==> src/rtl/fetch_pkg.sv <==
// Shared fetch-stage types and constants, also consumed by decode and the hazard unit.
package fetch_pkg;

    localparam int XLEN  = 32;
    localparam int CNT_W = 32;

    localparam logic [XLEN-1:0]  RESET_PC  = 32'h0000_0000;
    localparam logic [31:0]      NOP_INSTR = 32'h0000_0013;
    localparam logic [XLEN-1:0]  PC_STEP   = XLEN'(4);
    localparam logic [CNT_W-1:0] CNT_ONE   = CNT_W'(1);

    // Contents of the IF/ID pipeline register.
    typedef struct packed {
        logic [XLEN-1:0] pc;
        logic [XLEN-1:0] pc4;
        logic [31:0]     instr;
        logic            valid;
    } if_id_t;

    // Bubble written into IF/ID on reset and on squash.
    localparam if_id_t IF_ID_BUBBLE = '{pc: '0, pc4: '0, instr: NOP_INSTR, valid: 1'b0};

    // Force a byte address onto a word boundary.
    function automatic logic [XLEN-1:0] word_align(input logic [XLEN-1:0] addr);
        return {addr[XLEN-1:2], 2'b00};
    endfunction

endpackage

==> src/rtl/fetch_stage_pc_reg.sv <==
// Program counter: next-pc selection over reset/redirect/stall/sequential and the misalign pulse.
module pc_reg
    import fetch_pkg::*;
(
    input  logic            clk,
    input  logic            reset,
    input  logic            stall,
    input  logic            redirect,
    input  logic [XLEN-1:0] redirect_pc,
    output logic [XLEN-1:0] pc,
    output logic            misalign
);

    logic [XLEN-1:0] pc_q;
    logic [XLEN-1:0] pc_d;
    logic            misalign_q;
    logic            misalign_d;

    // Next pc: redirect wins over stall; sequential fetch otherwise (wraps naturally).
    always_comb begin
        pc_d       = pc_q;
        misalign_d = 1'b0;
        if (redirect) begin
            pc_d       = word_align(redirect_pc);
            misalign_d = |redirect_pc[1:0];
        end else if (stall) begin
            pc_d       = pc_q;
            misalign_d = 1'b0;
        end else begin
            pc_d       = pc_q + PC_STEP;
            misalign_d = 1'b0;
        end
    end

    // PC and misalign pulse registers with synchronous reset.
    always_ff @(posedge clk) begin
        if (reset) begin
            pc_q       <= RESET_PC;
            misalign_q <= 1'b0;
        end else begin
            pc_q       <= pc_d;
            misalign_q <= misalign_d;
        end
    end

    assign pc       = pc_q;
    assign misalign = misalign_q;

endmodule

==> src/rtl/fetch_stage.sv <==
// Instruction-fetch stage: PC, IF/ID pipeline register with squash, and retired-fetch counter.
module fetch_stage
    import fetch_pkg::*;
(
    input  logic             clk,
    input  logic             reset,
    input  logic             stall,
    input  logic             redirect,
    input  logic [XLEN-1:0]  redirect_pc,
    output logic [XLEN-1:0]  imem_addr,
    input  logic [31:0]      imem_instr,
    output logic [XLEN-1:0]  if_id_pc,
    output logic [XLEN-1:0]  if_id_pc4,
    output logic [31:0]      if_id_instr,
    output logic             if_id_valid,
    output logic             misalign,
    output logic [CNT_W-1:0] fetch_count
);

    logic [XLEN-1:0]  pc_s;
    if_id_t           if_id_q;
    if_id_t           if_id_d;
    logic [CNT_W-1:0] count_q;
    logic [CNT_W-1:0] count_d;

    pc_reg u_pc_reg (
        .clk         (clk),
        .reset       (reset),
        .stall       (stall),
        .redirect    (redirect),
        .redirect_pc (redirect_pc),
        .pc          (pc_s),
        .misalign    (misalign)
    );

    // IF/ID and counter next state: squash on redirect, hold on stall, capture otherwise.
    always_comb begin
        if_id_d = if_id_q;
        count_d = count_q;
        if (redirect) begin
            if_id_d = IF_ID_BUBBLE;
            count_d = count_q;
        end else if (stall) begin
            if_id_d = if_id_q;
            count_d = count_q;
        end else begin
            if_id_d.pc    = pc_s;
            if_id_d.pc4   = pc_s + PC_STEP;
            if_id_d.instr = imem_instr;
            if_id_d.valid = 1'b1;
            count_d       = count_q + CNT_ONE;
        end
    end

    // IF/ID register and fetch counter with synchronous reset.
    always_ff @(posedge clk) begin
        if (reset) begin
            if_id_q <= IF_ID_BUBBLE;
            count_q <= '0;
        end else begin
            if_id_q <= if_id_d;
            count_q <= count_d;
        end
    end

    assign imem_addr   = pc_s;
    assign if_id_pc    = if_id_q.pc;
    assign if_id_pc4   = if_id_q.pc4;
    assign if_id_instr = if_id_q.instr;
    assign if_id_valid = if_id_q.valid;
    assign fetch_count = count_q;

endmodule

==> config.mk <==
export PLATFORM = sky130hd
export DESIGN_NAME = fetch_stage
export DESIGN_NICKNAME = d
export VERILOG_FILES = /design/src/rtl/fetch_pkg.sv /design/src/rtl/fetch_stage_pc_reg.sv /design/src/rtl/fetch_stage.sv
export SDC_FILE = /design/constraint.sdc
export NUM_CORES = 1
export LEC_CHECK = 0
export CORE_UTILIZATION = 40
export CTS_CLUSTER_DIAMETER = 30
export DETAILED_ROUTE_END_ITERATION = 8
export PLACE_DENSITY = 0.71
export SYNTH_ARGS = -nofsm -noshare
export SYNTH_HDL_FRONTEND = slang
export SYNTH_SLANG_ARGS = --single-unit
==> constraint.sdc <==
create_clock -name clk -period 2.61 [get_ports clk]
set_input_delay 0.522 -clock clk [delete_from_list [all_inputs] [get_ports clk]]
set_output_delay 0.522 -clock clk [all_outputs]
set_load 0.05 [all_outputs]
* Yosys cells after proc, flatten, opt, wreduce, memory -nomap -nowiden
Cells that the tools add are included.
** Storage, ports and cells
- Register bits after elaboration :: 162
- Output and inout bits :: 162
- Word-level logic and storage cells :: 19
** Operators by class
- Add/subtract/negate cells :: 2
- Eq/ne operators :: 1
- Multiplexer cells :: 2
- Bitwise gates (word level) :: 2
- Reductions and logical operators :: 4
** Operators with widths (count)
- 2-to-1 mux 32 bit :: 2
- adder 32 x 1 -> 32 bit, second input constant :: 1
- adder 32 x 3 -> 32 bit, second input constant :: 1
- OR reduction 2 bit :: 3
- != test 2 x 1 -> 1 bit, second input constant :: 1
- inverter 1 bit :: 2
- AND reduction 2 bit :: 1

* Logic depth before layout (Yosys ltp)
Gate-level depths: netlist (run 1).
- Word-level depth :: 3
- Gate-level depth with buffers :: 7

* By module
A second synthesis (run 1) with hierarchy kept.
** Unflattened totals
- Cell total of the unflattened synthesis :: 825
- Area, all modules :: 7240.7 sq um
** Modules (own cells, without submodules)
- fetch_stage :: times used 1, cells an instance 606, area each 5415.2 sq um, seq. area each 2542.4 sq um
- pc_reg :: times used 1, cells an instance 219, area each 1825.5 sq um, seq. area each 620.6 sq um

* Least setup slack after synthesis (run 1)
No wires, ideal clock.
- Path kind :: reg2reg
- Start :: register u_pc_reg.pc_q[2] (netlist: u_pc_reg.pc[2])
- End :: register u_pc_reg.pc_q[30] (netlist: u_pc_reg.pc[30])
- Setup time :: 0.103 ns
- Data arrival time :: 2.243 ns
- Data required time :: 2.507 ns
- Slack :: 0.263 ns
- Cell stages (with the launch flop) :: 6
- Buffers on the path :: 0
- Period minus slack after synthesis :: 2.347 ns
- Cells stage by stage :: dfxtp_1 > ha_1 > nand4_1 > nor4_2 > a311oi_1 > a2111oi_2
** On the way
- Cells in the longest elaborated chain, start to end :: 3
** Ends and longest elaborated chain
- start, declared :: RTL line fetch_stage_pc_reg.sv:14 : logic [XLEN-1:0] pc_q;
- start signal, assigned :: RTL line fetch_stage_pc_reg.sv:41 : pc_q <= pc_d;
- adder 32 x 3 -> 32 bit :: RTL line fetch_stage_pc_reg.sv:30 : pc_d = pc_q + PC_STEP;
- 2-to-1 mux 32 bit :: RTL line fetch_stage_pc_reg.sv:26 : end else if (stall) begin
- 2-to-1 mux 32 bit :: RTL line fetch_stage_pc_reg.sv:23 : if (redirect) begin
Every way passes these cells. The select of a mux whose other input is x is not followed.
A chain may end at the register's enable or synchronous reset.

* Final worst setup path (run 1)
- Start :: register u_pc_reg.pc_q[6] (netlist: u_pc_reg.pc[6])
- End :: output imem_addr[6]
** RTL lines
- end, declared :: RTL line fetch_stage.sv:10 : output logic [XLEN-1:0] imem_addr,
No word-level cell between the ends.

==> implementation parameters, run 1 <==
Parameter                              Value

Setup path
  Register-to-Register Setup Slack ... between 0.4 and 0.5 ns
  Crit start category ... register
  Slowest stage cell on the critical path ... sky130_fd_sc_hd__clkdlybuf4s50_1
  Sum of buffers and inverters on the critical path ... 1
  Crit path cell chain ... clkdlybuf4s50_1
  Type of destination of the critical path ... output port
  Required time of the critical path ... between 2 and 2.5 ns
  Crit-path leading delay family ... buffers and inverters
  Largest fanout on the critical path ... 15
  Worst Path Arrival ... ~2 ns
  Critical Path Source ... u_pc_reg.pc[6]
  Startpoint of the worst-slack reg-to-reg timing path ... u_pc_reg.pc[19]
  Largest incremental delay on the critical path ... 0.92 ns
  Classification of the worst setup path ... register to output port

Pwr
  Combinational share of power ... 15.6%
  Flop pwr share ... 43.3%
  Sw Pwr ... about 0.0017 W
  Share of total power in the clock network ... between 40% and 50%
  Leak pwr ... 3.58 nW
  Peak supply drop ... about 450 uV
  Internal power of the cells ... 0.00417 W
  PwrDens ... 576 nW/um^2
  Net switching share of the total power ... just under 30%

Global route
  Overflow after GRT ... 0
  Overall track demand over capacity in global routing ... 23.6%
  Pin count of the biggest net entering global routing ... 48
  Initial antenna violation count ... 4
  First-pass GRT wire length ... approximately 34000 um
  Via count of the first global-routing pass ... 6535

Route
  Number of iterations in the first detailed-routing pass ... 5
  Via-to-Cell Ratio ... 5.51
  Vias after detailed routing ... 7112
  Routed wire length per instance ... roughly 17 um
  Initial DRC count ... between 300 and 400
  Residual DRC ... 0
  Antenna viol nets, final ... 0
  Drt total wl ... 21700 um

CTS
  TritonCTS clock tree ... built
  TritonCTS sink count ... about 160
  Clock-pin transition on the worst setup and hold timing paths ... about 0.07 ns
  Clock Latency Late Sink ... roughly 0.42 ns
  Number of buffers added by the clock tree synthesis step ... 17
  Maximum buffer depth of the clock tree ... 2
  Level count of the clock H-tree ... 4
  Post-CTS Hold Fix Bufs ... 0
  Gates resized, CTS repair ... 0
  Number of buffers inserted to repair setup after CTS ... 0
  CTS Root Buffer Type ... sky130_fd_sc_hd__clkbuf_16

Floorplanning
  Die span in y ... 136 um
  Number of ports placed on the die boundary ... between 200 and 250
  Placement Rows ... 48
  Core Box Area ... 17400 um^2
  Area of the die ... about 18000 um^2
  Die X ... roughly 140 um
  Initial Utilization ... slightly above 40%

Timing
  Count of endpoints failing hold in the final timing report ... 0
  Minimum clock period ... 2.54 ns
  Unrepaired setup endpoints after global routing ... no
  Final cycle utilization of the critical path ... slightly below 100%
  Setup TNS ... 0 ns
  Number of pins with negative max-slew slack in the final report ... 0
  Transition time of the tightest slew-check pin ... about 0.63 ns
  Final setup violating endpoints ... 0
  Worst clock skew ... 0.00602 ns
  Max_slew headroom ... between 50% and 60%
  FMAX ... 0.394 GHz

Placement
  HPWL after detailed placement ... ~15000 um
  Final RePlAce weighted congestion ... 0.842
  Post-place instance area ... 9670 um^2
  IO buf count ... between 200 and 250

Synthesis
  Fraction of synthesized cell area taken by the top area cell type ... 43.7%
  Post-synthesis sequential element count ... between 150 and 200
  Synthesized cell area ... 7150 um^2
  YS warnings ... 0
  Post-synth top area cell ... sky130_fd_sc_hd__dfxtp_1
  Ys async rst share ... 0%
  Share of synthesized area occupied by flip-flops and latches ... between 40% and 50%
  Ranking of synthesized cells by area ... sky130_fd_sc_hd__dfxtp_1 44%, sky130_fd_sc_hd__mux2i_1 6.6%, sky130_fd_sc_hd__nor2_1 5.2%
  Mean Syn Cell Area ... between 8 and 9 um^2
  Post-synth EDFFs ... 0
  Cell count after synthesis ... roughly 840
  Top flip-flop cell by instance count after synthesis ... sky130_fd_sc_hd__dfxtp_1
  Unique masters post-synth ... 52

Flow run
  Max Cap Violations ... 0

Min path
  Worst Hold Class ... register to register
  Startpoint of the most critical hold path ... if_id_valid

Layout
  Number of nets in the layout ... around 1100
  Fraction of layout instances using a drive strength above 1 ... 8.10%
  Final standard cell area without fillers ... around 10000 um^2
  Area Overhead vs Synth ... 43.2%
  Number of filler cells placed in the layout ... approximately 1500

Outcome
  Outcome ... completed
==> worst register-to-register path, stage by stage, from the launching register on <==
cell and delay [ns]:
sky130_fd_sc_hd__dfxtp_1 0.55, sky130_fd_sc_hd__nand3_1 0.27, sky130_fd_sc_hd__or4_1 0.62, sky130_fd_sc_hd__or3_1 0.33, sky130_fd_sc_hd__a311oi_1 0.26
==> logic make-up (layout without fill, tap and decap cells) <==
kind of cell,count (synthesis),in the layout,synth area share (%)
flip-flops,156,156,43.7
adder cells (fa/ha/maj),2,2,0.350
multiplexers,47,47,6.58
AO/OA/AOI/OAI,180,180,15.7
XOR/XNOR,29,29,3.55
AND/OR/NAND/NOR,328,328,24.6
buffers and inverters,93,314,5.51
other,1,9,0.0524
==> path summary, 6_finish.rpt <==
check                          to  cells after the start
hold reg to reg       if_id_valid                      1
setup / recovery     imem_addr[6]                      1
setup reg to reg  u_pc_reg.pc[28]                      4
hold / removal        if_id_valid                      1
==> synthesized netlist by cell type (14+ instances only) <==
master and instances:
sky130_fd_sc_hd__a21oi_1 60, sky130_fd_sc_hd__a311oi_1 18, sky130_fd_sc_hd__and4_1 14, sky130_fd_sc_hd__buf_2 17, sky130_fd_sc_hd__clkbuf_1 47, sky130_fd_sc_hd__dfxtp_1 156, sky130_fd_sc_hd__inv_1 17, sky130_fd_sc_hd__mux2i_1 47
sky130_fd_sc_hd__nand2_1 53, sky130_fd_sc_hd__nand3_1 22, sky130_fd_sc_hd__nand4_1 27, sky130_fd_sc_hd__nor2_1 99, sky130_fd_sc_hd__nor3_1 17, sky130_fd_sc_hd__o21ai_0 47, sky130_fd_sc_hd__o31ai_1 22, sky130_fd_sc_hd__or3_1 17
sky130_fd_sc_hd__or4_1 25, sky130_fd_sc_hd__xnor2_1 18
==> layer usage <==
metal	GRT usage, %	part of all wire [%]
met1	30.0	43
met2	37.4	47
met3	7.82	8.9
met4	7.24	1.4
met5	0	0
==> per-stage QoR <==
| step | hold slack (ns) | std cells | power, W | setup slack (ns) | util (%) |
|---|---|---|---|---|---|
| after global routing | 0.482 | 1288 | 0.00611 | 0.0198 | 59.0 |
| final | 0.459 | 1290 | 0.00590 | 0.0734 | 59.0 |
| after global placement | 0.439 | 1256 | 0.00352 | 0.0947 | 55.7 |
| after detailed placement | 0.444 | 1256 | 0.00352 | 0.0900 | 55.7 |
| after CTS | 0.457 | 1287 | 0.00595 | 0.0844 | 59.0 |
| after floorplan | 0.647 | 841 | 0.00316 | 0.263 | - |
==> placed cells by master, fill, tap and decap left out, types with 25 or more instances in the layout <==
cell type                         count
sky130_fd_sc_hd__clkdlybuf4s50_1    221
sky130_fd_sc_hd__dfxtp_1            156
sky130_fd_sc_hd__nor2_1              99
sky130_fd_sc_hd__a21oi_1             60
sky130_fd_sc_hd__nand2_1             53
sky130_fd_sc_hd__mux2i_1             47
sky130_fd_sc_hd__o21ai_0             47
sky130_fd_sc_hd__buf_4               44
sky130_fd_sc_hd__nand4_1             27
sky130_fd_sc_hd__or4_1               25
==> power by group through the flow <==
stage          Combinational [W]  Sequential, W  Clock, W
6_report                0.000918        0.00255   0.00243
5_1_grt                 0.000970        0.00257   0.00258
4_1_cts                 0.000920        0.00255   0.00248
3_5_place_dp            0.000916        0.00261         0
3_3_place_gp            0.000912        0.00260         0
2_1_floorplan           0.000310        0.00285         0
==> area by class of cell <==
| cell class | instances | area [um^2] | share of cell area [%] |
|---|---|---|---|
| Antenna cell | 3 | 7.51 | 0.0733 |
| Clock buffer | 18 | 439 | 4.29 |
| Clock inverter | 13 | 130 | 1.27 |
| Inverter | 17 | 63.8 | 0.623 |
| Multi-Input combinational cell | 592 | 3660 | 35.7 |
| Sequential cell | 156 | 3120 | 30.5 |
| Tap cell | 225 | 282 | 2.75 |
| Timing Repair Buffer | 266 | 2550 | 24.9 |
Note: power is estimated with default switching activity, not from simulation.
==> run 2: changes to the inputs <==
--- a/config.mk
+++ b/config.mk
@@ -8,6 +8,7 @@
 export CORE_UTILIZATION = 40
 export CTS_CLUSTER_DIAMETER = 30
 export DETAILED_ROUTE_END_ITERATION = 8
+export GPL_TIMING_DRIVEN = 0
 export PLACE_DENSITY = 0.71
 export SYNTH_ARGS = -nofsm -noshare
 export SYNTH_HDL_FRONTEND = slang
==> implementation parameters, run 2 (same netlist as run 1, synthesis figures left out) <==
Parameter                              Value

Route
  Antenna viol nets, final ... 0 (unchanged)
  Residual DRC ... 0 (unchanged)
  Routed wire length per instance ... 18.4 um (+9.8%)
  Via-to-Cell Ratio ... 5.57 (+0.97%)
  Number of iterations in the first detailed-routing pass ... 5 (unchanged)
  Drt total wl ... 24300 um (+12%)
  Initial DRC count ... 514 (+32%)
  Vias after detailed routing ... 7348 (+3.3%)

Outcome
  Outcome ... completed

Pwr
  Peak supply drop ... 494 uV (+8.7%)
  PwrDens ... 583 nW/um^2 (+1.2%)
  Leak pwr ... 3.60 nW (+0.68%)
  Total power draw ... 0.00601 W (+1.8%)

Placement
  Pre-CTS setup slack ... -0.776 ns (-0.866 ns)
  HPWL after detailed placement ... 17800 um (+15%)
  Final RePlAce weighted congestion ... 0.892 (+6.0%)
  IO buf count ... 223 (unchanged)

Setup path
  Crit start category ... input pin
  Largest fanout on the critical path ... 10 (-5)
  Type of destination of the critical path ... register
  Required time of the critical path ... 2.90 ns (+0.81 ns)
  Classification of the worst setup path ... input pin to register
  Worst Path Arrival ... 2.84 ns (+0.83 ns)

Layout
  Number of nets in the layout ... 1152 (+2.9%)
  Highest-count cells in the layout ignoring fill and taps ... 222 x sky130_fd_sc_hd__clkdlybuf4s50_1, 156 x sky130_fd_sc_hd__dfxtp_1, 99 x sky130_fd_sc_hd__nor2_1, 60 x sky130_fd_sc_hd__a21oi_1, 53 x sky130_fd_sc_hd__nand2_1
  FF+latch area ... 3120 um^2 (unchanged)
  Commonest non-fill, non-tap cell in the layout ... sky130_fd_sc_hd__clkdlybuf4s50_1
  Multi-input gate area ... 3690 um^2 (+0.86%)
  Fraction of layout instances using a drive strength above 1 ... 6.58% (-1.5 points)
  Number of filler cells placed in the layout ... 1562 (+0.84%)
  Final standard cell utilization of the core ... 59.4% (+0.32 points)
  Diode insertion count for antenna repair ... 0 (-3)
  Area Overhead vs Synth ... 44.0%

Timing
  Count of endpoints failing hold in the final timing report ... 0 (unchanged)
  Max_slew headroom ... 48.0% (-9.8 points)
  Worst clock skew ... 0.0104 ns (+0.00442 ns)
  Post-route worst hold slack ... 0.454 ns (-0.00466 ns)
  Number of pins with negative max-slew slack in the final report ... 0 (unchanged)
  Minimum setup slack in the final design ... 0.0515 ns (-0.0219 ns)
  Unrepaired setup endpoints after global routing ... no
  Final cycle utilization of the critical path ... 98.0% (+0.84 points)
  Final setup violating endpoints ... 0 (unchanged)
  Transition time of the tightest slew-check pin ... 0.773 ns (+0.141 ns)
  Minimum clock period ... 2.56 ns (+0.0219 ns)
  FMAX ... 0.391 GHz (-0.86%)

CTS
  Clock Latency Late Sink ... 0.43 ns (about the same)
  Maximum buffer depth of the clock tree ... 2 (unchanged)
  Level count of the clock H-tree ... 4 (unchanged)
  Clock-pin transition on the worst setup and hold timing paths ... 0.07 ns (about the same)
  Post-CTS Hold Fix Bufs ... 0 (unchanged)
  TritonCTS sink count ... 156 (unchanged)
  CTS Root Buffer Type ... sky130_fd_sc_hd__clkbuf_16
  Number of buffers added by the clock tree synthesis step ... 17 (unchanged)
  TritonCTS clock tree ... built

Flow run
  Max Cap Violations ... 0 (unchanged)

Global route
  Via count of the first global-routing pass ... 6857 (+4.9%)
  Overall track demand over capacity in global routing ... 26.4% (+2.8 points)
  Overflow after GRT ... 0 (unchanged)
  Pin count of the biggest net entering global routing ... 20 (-58%)
  Initial antenna violation count ... 0 (-4)
  First-pass GRT wire length ... 36900 um (+8.4%)

Floorplanning
  Initial Utilization ... 41.2% (unchanged)
  Die span in y ... 136 um (unchanged)
  Number of ports placed on the die boundary ... 230 (unchanged)
  Die X ... 136 um (unchanged)
  Placement Rows ... 48 (unchanged)
  Area of the die ... 18400 um^2 (unchanged)
  Core Box Area ... 17400 um^2 (unchanged)

Min path
  Worst Hold Class ... register to register
## run 2: cell types whose count changed in the layout (fill, tap and decap cells not counted), sizes merged
cell           delta
clkbuf           +49
buf              -19
diode             -3
clkinvlp          -2
inv               +2
clkdlybuf4s50     +1
clkinv            +1
dlygate4sd2       +1
## run 2: critical path: stages
cell and delay [ns]:
sky130_fd_sc_hd__clkdlybuf4s50_1 0.69, sky130_fd_sc_hd__or2_2 0.18, sky130_fd_sc_hd__clkbuf_1 0.28, sky130_fd_sc_hd__clkbuf_1 0.48, sky130_fd_sc_hd__clkbuf_1 0.55, sky130_fd_sc_hd__nor2_1 0.13
## run 2: area by class of cell
type / count / share of cell area, %
timing repair buffer: 223 / 21.6
sequential: 156 / 30.3
clock buffer: 18 / 4.26
tap: 225 / 2.73
buffer: 75 / 3.23
clock inverter: 14 / 1.42
multi-input combinational: 592 / 35.8
inverter: 17 / 0.619
## run 2: metal layers
layer	global-route usage [%]	part of all wire, %
met1	32.6	41
met2	41.9	46
met3	9.09	11
met4	10.5	2.4
met5	0	0
## run 2: worst paths after layout
kind         slack (ns)         endpoint           start  cells past startpoint
min reg2reg        0.45      if_id_valid     if_id_valid                      1
min                0.45      if_id_valid     if_id_valid                      1
max                0.05     if_id_pc[16]        redirect                      6
max reg2reg        0.16  u_pc_reg.pc[26]  u_pc_reg.pc[2]                      5
## run 2: what timing repair did
| item | in CTS | in global routing |
|---|---|---|
| endpoints found under the setup margin | 80 | 12 |
| setup buffers | 0 | 0 |
| gates resized for setup | 3 | 8 |
## run 2: where the power goes
| part | switching (W) | internal [W] | leakage, nW |
|---|---|---|---|
| clock | 0.00112 | 0.00138 | 0.289 |
| sequential | 0.0000827 | 0.00246 | 1.27 |
| combinational | 0.000609 | 0.000353 | 2.04 |
| total | 0.00181 | 0.00419 | 3.60 |
## run 2: stage by stage
step           TNS, ns  area [um^2]  std cells
6_report             0        10300       1320
5_1_grt              0        10300       1320
4_1_cts              0        10300       1320
3_5_place_dp    -56.49         9690       1289
3_3_place_gp    -54.06         9690       1289
2_1_floorplan        0         7170        841
==> run 3: changes to the inputs <==
--- a/config.mk
+++ b/config.mk
@@ -5,11 +5,12 @@
 export SDC_FILE = /design/constraint.sdc
 export NUM_CORES = 1
 export LEC_CHECK = 0
-export CORE_UTILIZATION = 40
+export CAP_MARGIN = 20
+export CORE_UTILIZATION = 47
 export CTS_CLUSTER_DIAMETER = 30
 export DETAILED_ROUTE_END_ITERATION = 8
 export GPL_TIMING_DRIVEN = 0
-export PLACE_DENSITY = 0.71
+export PLACE_DENSITY = 0.81
 export SYNTH_ARGS = -nofsm -noshare
 export SYNTH_HDL_FRONTEND = slang
 export SYNTH_SLANG_ARGS = --single-unit
==> implementation parameters, run 3 (same netlist as run 1, synthesis figures left out) <==
Parameter                              Value

Setup path
  Slowest stage cell on the critical path ... sky130_fd_sc_hd__clkdlybuf4s50_1
  Crit path cell chain ... clkdlybuf4s50_1, clkbuf_1, inv_1, clkbuf_1, buf_1, a311oi_1
  Type of destination of the critical path ... register
  Most frequent cell on the critical path ... sky130_fd_sc_hd__clkbuf_1
  Required time of the critical path ... 2.88 ns (-0.02 ns)
  Classification of the worst setup path ... input pin to register
  Largest incremental delay on the critical path ... 0.56 ns (-0.13 ns)
  Worst Path Arrival ... 2.76 ns (-0.08 ns)
  Crit start category ... input pin
  Largest fanout on the critical path ... 10 (unchanged)

CTS
  Clock Latency Late Sink ... 0.43 ns (about the same)
  CTS Root Buffer Type ... sky130_fd_sc_hd__clkbuf_16
  TritonCTS sink count ... 156 (unchanged)
  Number of buffers added by the clock tree synthesis step ... 17 (unchanged)
  TritonCTS clock tree ... built
  Maximum buffer depth of the clock tree ... 2 (unchanged)
  Level count of the clock H-tree ... 4 (unchanged)
  Post-CTS Hold Fix Bufs ... 0 (unchanged)
  Number of buffers inserted to repair setup after CTS ... 0 (unchanged)
  Clock-pin transition on the worst setup and hold timing paths ... 0.06 ns (about the same)

Placement
  HPWL after detailed placement ... 17400 um (-2.0%)
  Pre-CTS setup slack ... -0.659 ns (+0.117 ns)
  Final RePlAce weighted congestion ... 0.923 (+3.5%)
  Post-place instance area ... 9640 um^2 (-0.53%)
  IO buf count ... 223 (unchanged)

Pwr
  PwrDens ... 601 nW/um^2 (+3.1%)
  Peak supply drop ... 450 uV (-9.0%)
  Leak pwr ... 3.64 nW (+0.89%)

Global route
  First-pass GRT wire length ... 37500 um (+1.7%)
  Pin count of the biggest net entering global routing ... 20 (unchanged)
  Via count of the first global-routing pass ... 7046 (+2.8%)
  Initial antenna violation count ... 0 (unchanged)
  Overall track demand over capacity in global routing ... 30.5% (+4.1 points)
  Overflow after GRT ... 0 (unchanged)

Timing
  FMAX ... 0.402 GHz (+2.9%)
  Post-route worst hold slack ... 0.466 ns (+0.0119 ns)
  Transition time of the tightest slew-check pin ... 0.788 ns (+0.0145 ns)
  Worst clock skew ... 0.00980 ns (-0.000642 ns)
  Count of endpoints failing hold in the final timing report ... 0 (unchanged)
  Setup TNS ... 0 ns (unchanged)
  Max_slew headroom ... 47.1% (-0.98 points)
  Minimum setup slack in the final design ... 0.124 ns (+0.0725 ns)
  Final setup violating endpoints ... 0 (unchanged)
  Final cycle utilization of the critical path ... 95.2% (-2.8 points)
  Number of pins with negative max-slew slack in the final report ... 0 (unchanged)
  Minimum clock period ... 2.49 ns (-0.0725 ns)

Layout
  Final standard cell area without fillers ... 10300 um^2 (about the same)
  FF+latch area ... 3120 um^2 (unchanged)
  Fraction of layout instances using a drive strength above 1 ... 6.48% (-0.091 points)
  Number of nets in the layout ... 1152 (unchanged)
  Multi-input gate area ... 3690 um^2 (unchanged)
  Highest-count cells in the layout ignoring fill and taps ... 222 x sky130_fd_sc_hd__clkdlybuf4s50_1, 156 x sky130_fd_sc_hd__dfxtp_1, 99 x sky130_fd_sc_hd__nor2_1, 60 x sky130_fd_sc_hd__a21oi_1, 53 x sky130_fd_sc_hd__nand2_1
  Diode insertion count for antenna repair ... 0 (unchanged)
  Commonest non-fill, non-tap cell in the layout ... sky130_fd_sc_hd__clkdlybuf4s50_1
  Number of filler cells placed in the layout ... 1175 (-25%)
  Area Overhead vs Synth ... 44.1% (about the same)

Route
  Drt total wl ... 24200 um (-0.65%)
  Via-to-Cell Ratio ... 5.91 (+6.2%)
  Antenna viol nets, final ... 0 (unchanged)
  Initial DRC count ... 638 (+24%)
  Routed wire length per instance ... 18.9 um (+2.5%)
  Number of iterations in the first detailed-routing pass ... 9 (+4)
  Vias after detailed routing ... 7560 (+2.9%)
  Residual DRC ... 10 (+10)

Min path
  Worst Hold Class ... register to register

Floorplanning
  Area of the die ... 15700 um^2 (-15%)
  Die span in y ... 125 um (-7.6%)
  Number of ports placed on the die boundary ... 230 (unchanged)
  Placement Rows ... 44 (-8.3%)
  Core Box Area ... 14700 um^2 (-15%)
  Initial Utilization ... 48.7% (+7.5 points)
  Die X ... 125 um (-7.6%)

Outcome
  Outcome ... finished with violations
  Failing checks ... design-rule violations

Flow run
  Max Cap Violations ... 0 (unchanged)
[run 3: worst max-delay path, delay by kind of cell]
kind | cells | cell delay, ns
buffers and inverters | 5 | 2.04
AOI/OAI and AO/OA | 1 | 0.19
[run 3: through the flow]
stage	total power, W	util, %	instances
after floorplan	0.00316	-	841
after global placement	0.00353	65.6	1248
after detailed placement	0.00354	65.6	1248
after CTS	0.00618	69.9	1279
after global routing	0.00637	70.1	1279
final	0.00619	70.1	1279
[run 3: where the power goes]
part           switching (W)  internal [W]  total (W)  leakage [nW]
sequential         0.0000828       0.00246    0.00254          1.27
clock                0.00101       0.00167    0.00268         0.313
combinational       0.000613      0.000353   0.000967          2.05
total                0.00170       0.00449    0.00619          3.64
[run 3: per-layer routing]
metal	vias up	track usage, %	part of all wire [%]
met5	-	0	0
met4	0	14.1	3.7
met3	84	8.09	10
met2	430	49.0	46
met1	3526	38.1	40
li1	3520	-	-
[run 3: layout make-up]
cell class | count | share of cell area, %
Buffer | 75 | 3.23
Clock buffer | 21 | 4.56
Clock inverter | 11 | 1.60
Inverter | 17 | 0.619
Multi-Input combinational cell | 592 | 35.8
Sequential cell | 156 | 30.3
Tap cell | 184 | 2.23
Timing Repair Buffer | 223 | 21.7
[run 3: what timing repair did]
item / CTS / global route
endpoints found under the setup margin: 44 / 21
pin swaps: 0 / 0
gates resized for setup: 2 / 10
[run 3: final timing paths]
path	from	endpoint	slack, ns	cells after the start
max	redirect	u_pc_reg.pc[5]	0.12	6
min	if_id_pc[24]	if_id_pc[24]	0.47	2
max reg2reg	u_pc_reg.pc[2]	u_pc_reg.pc[26]	0.13	5
min reg2reg	if_id_pc[24]	if_id_pc[24]	0.47	2
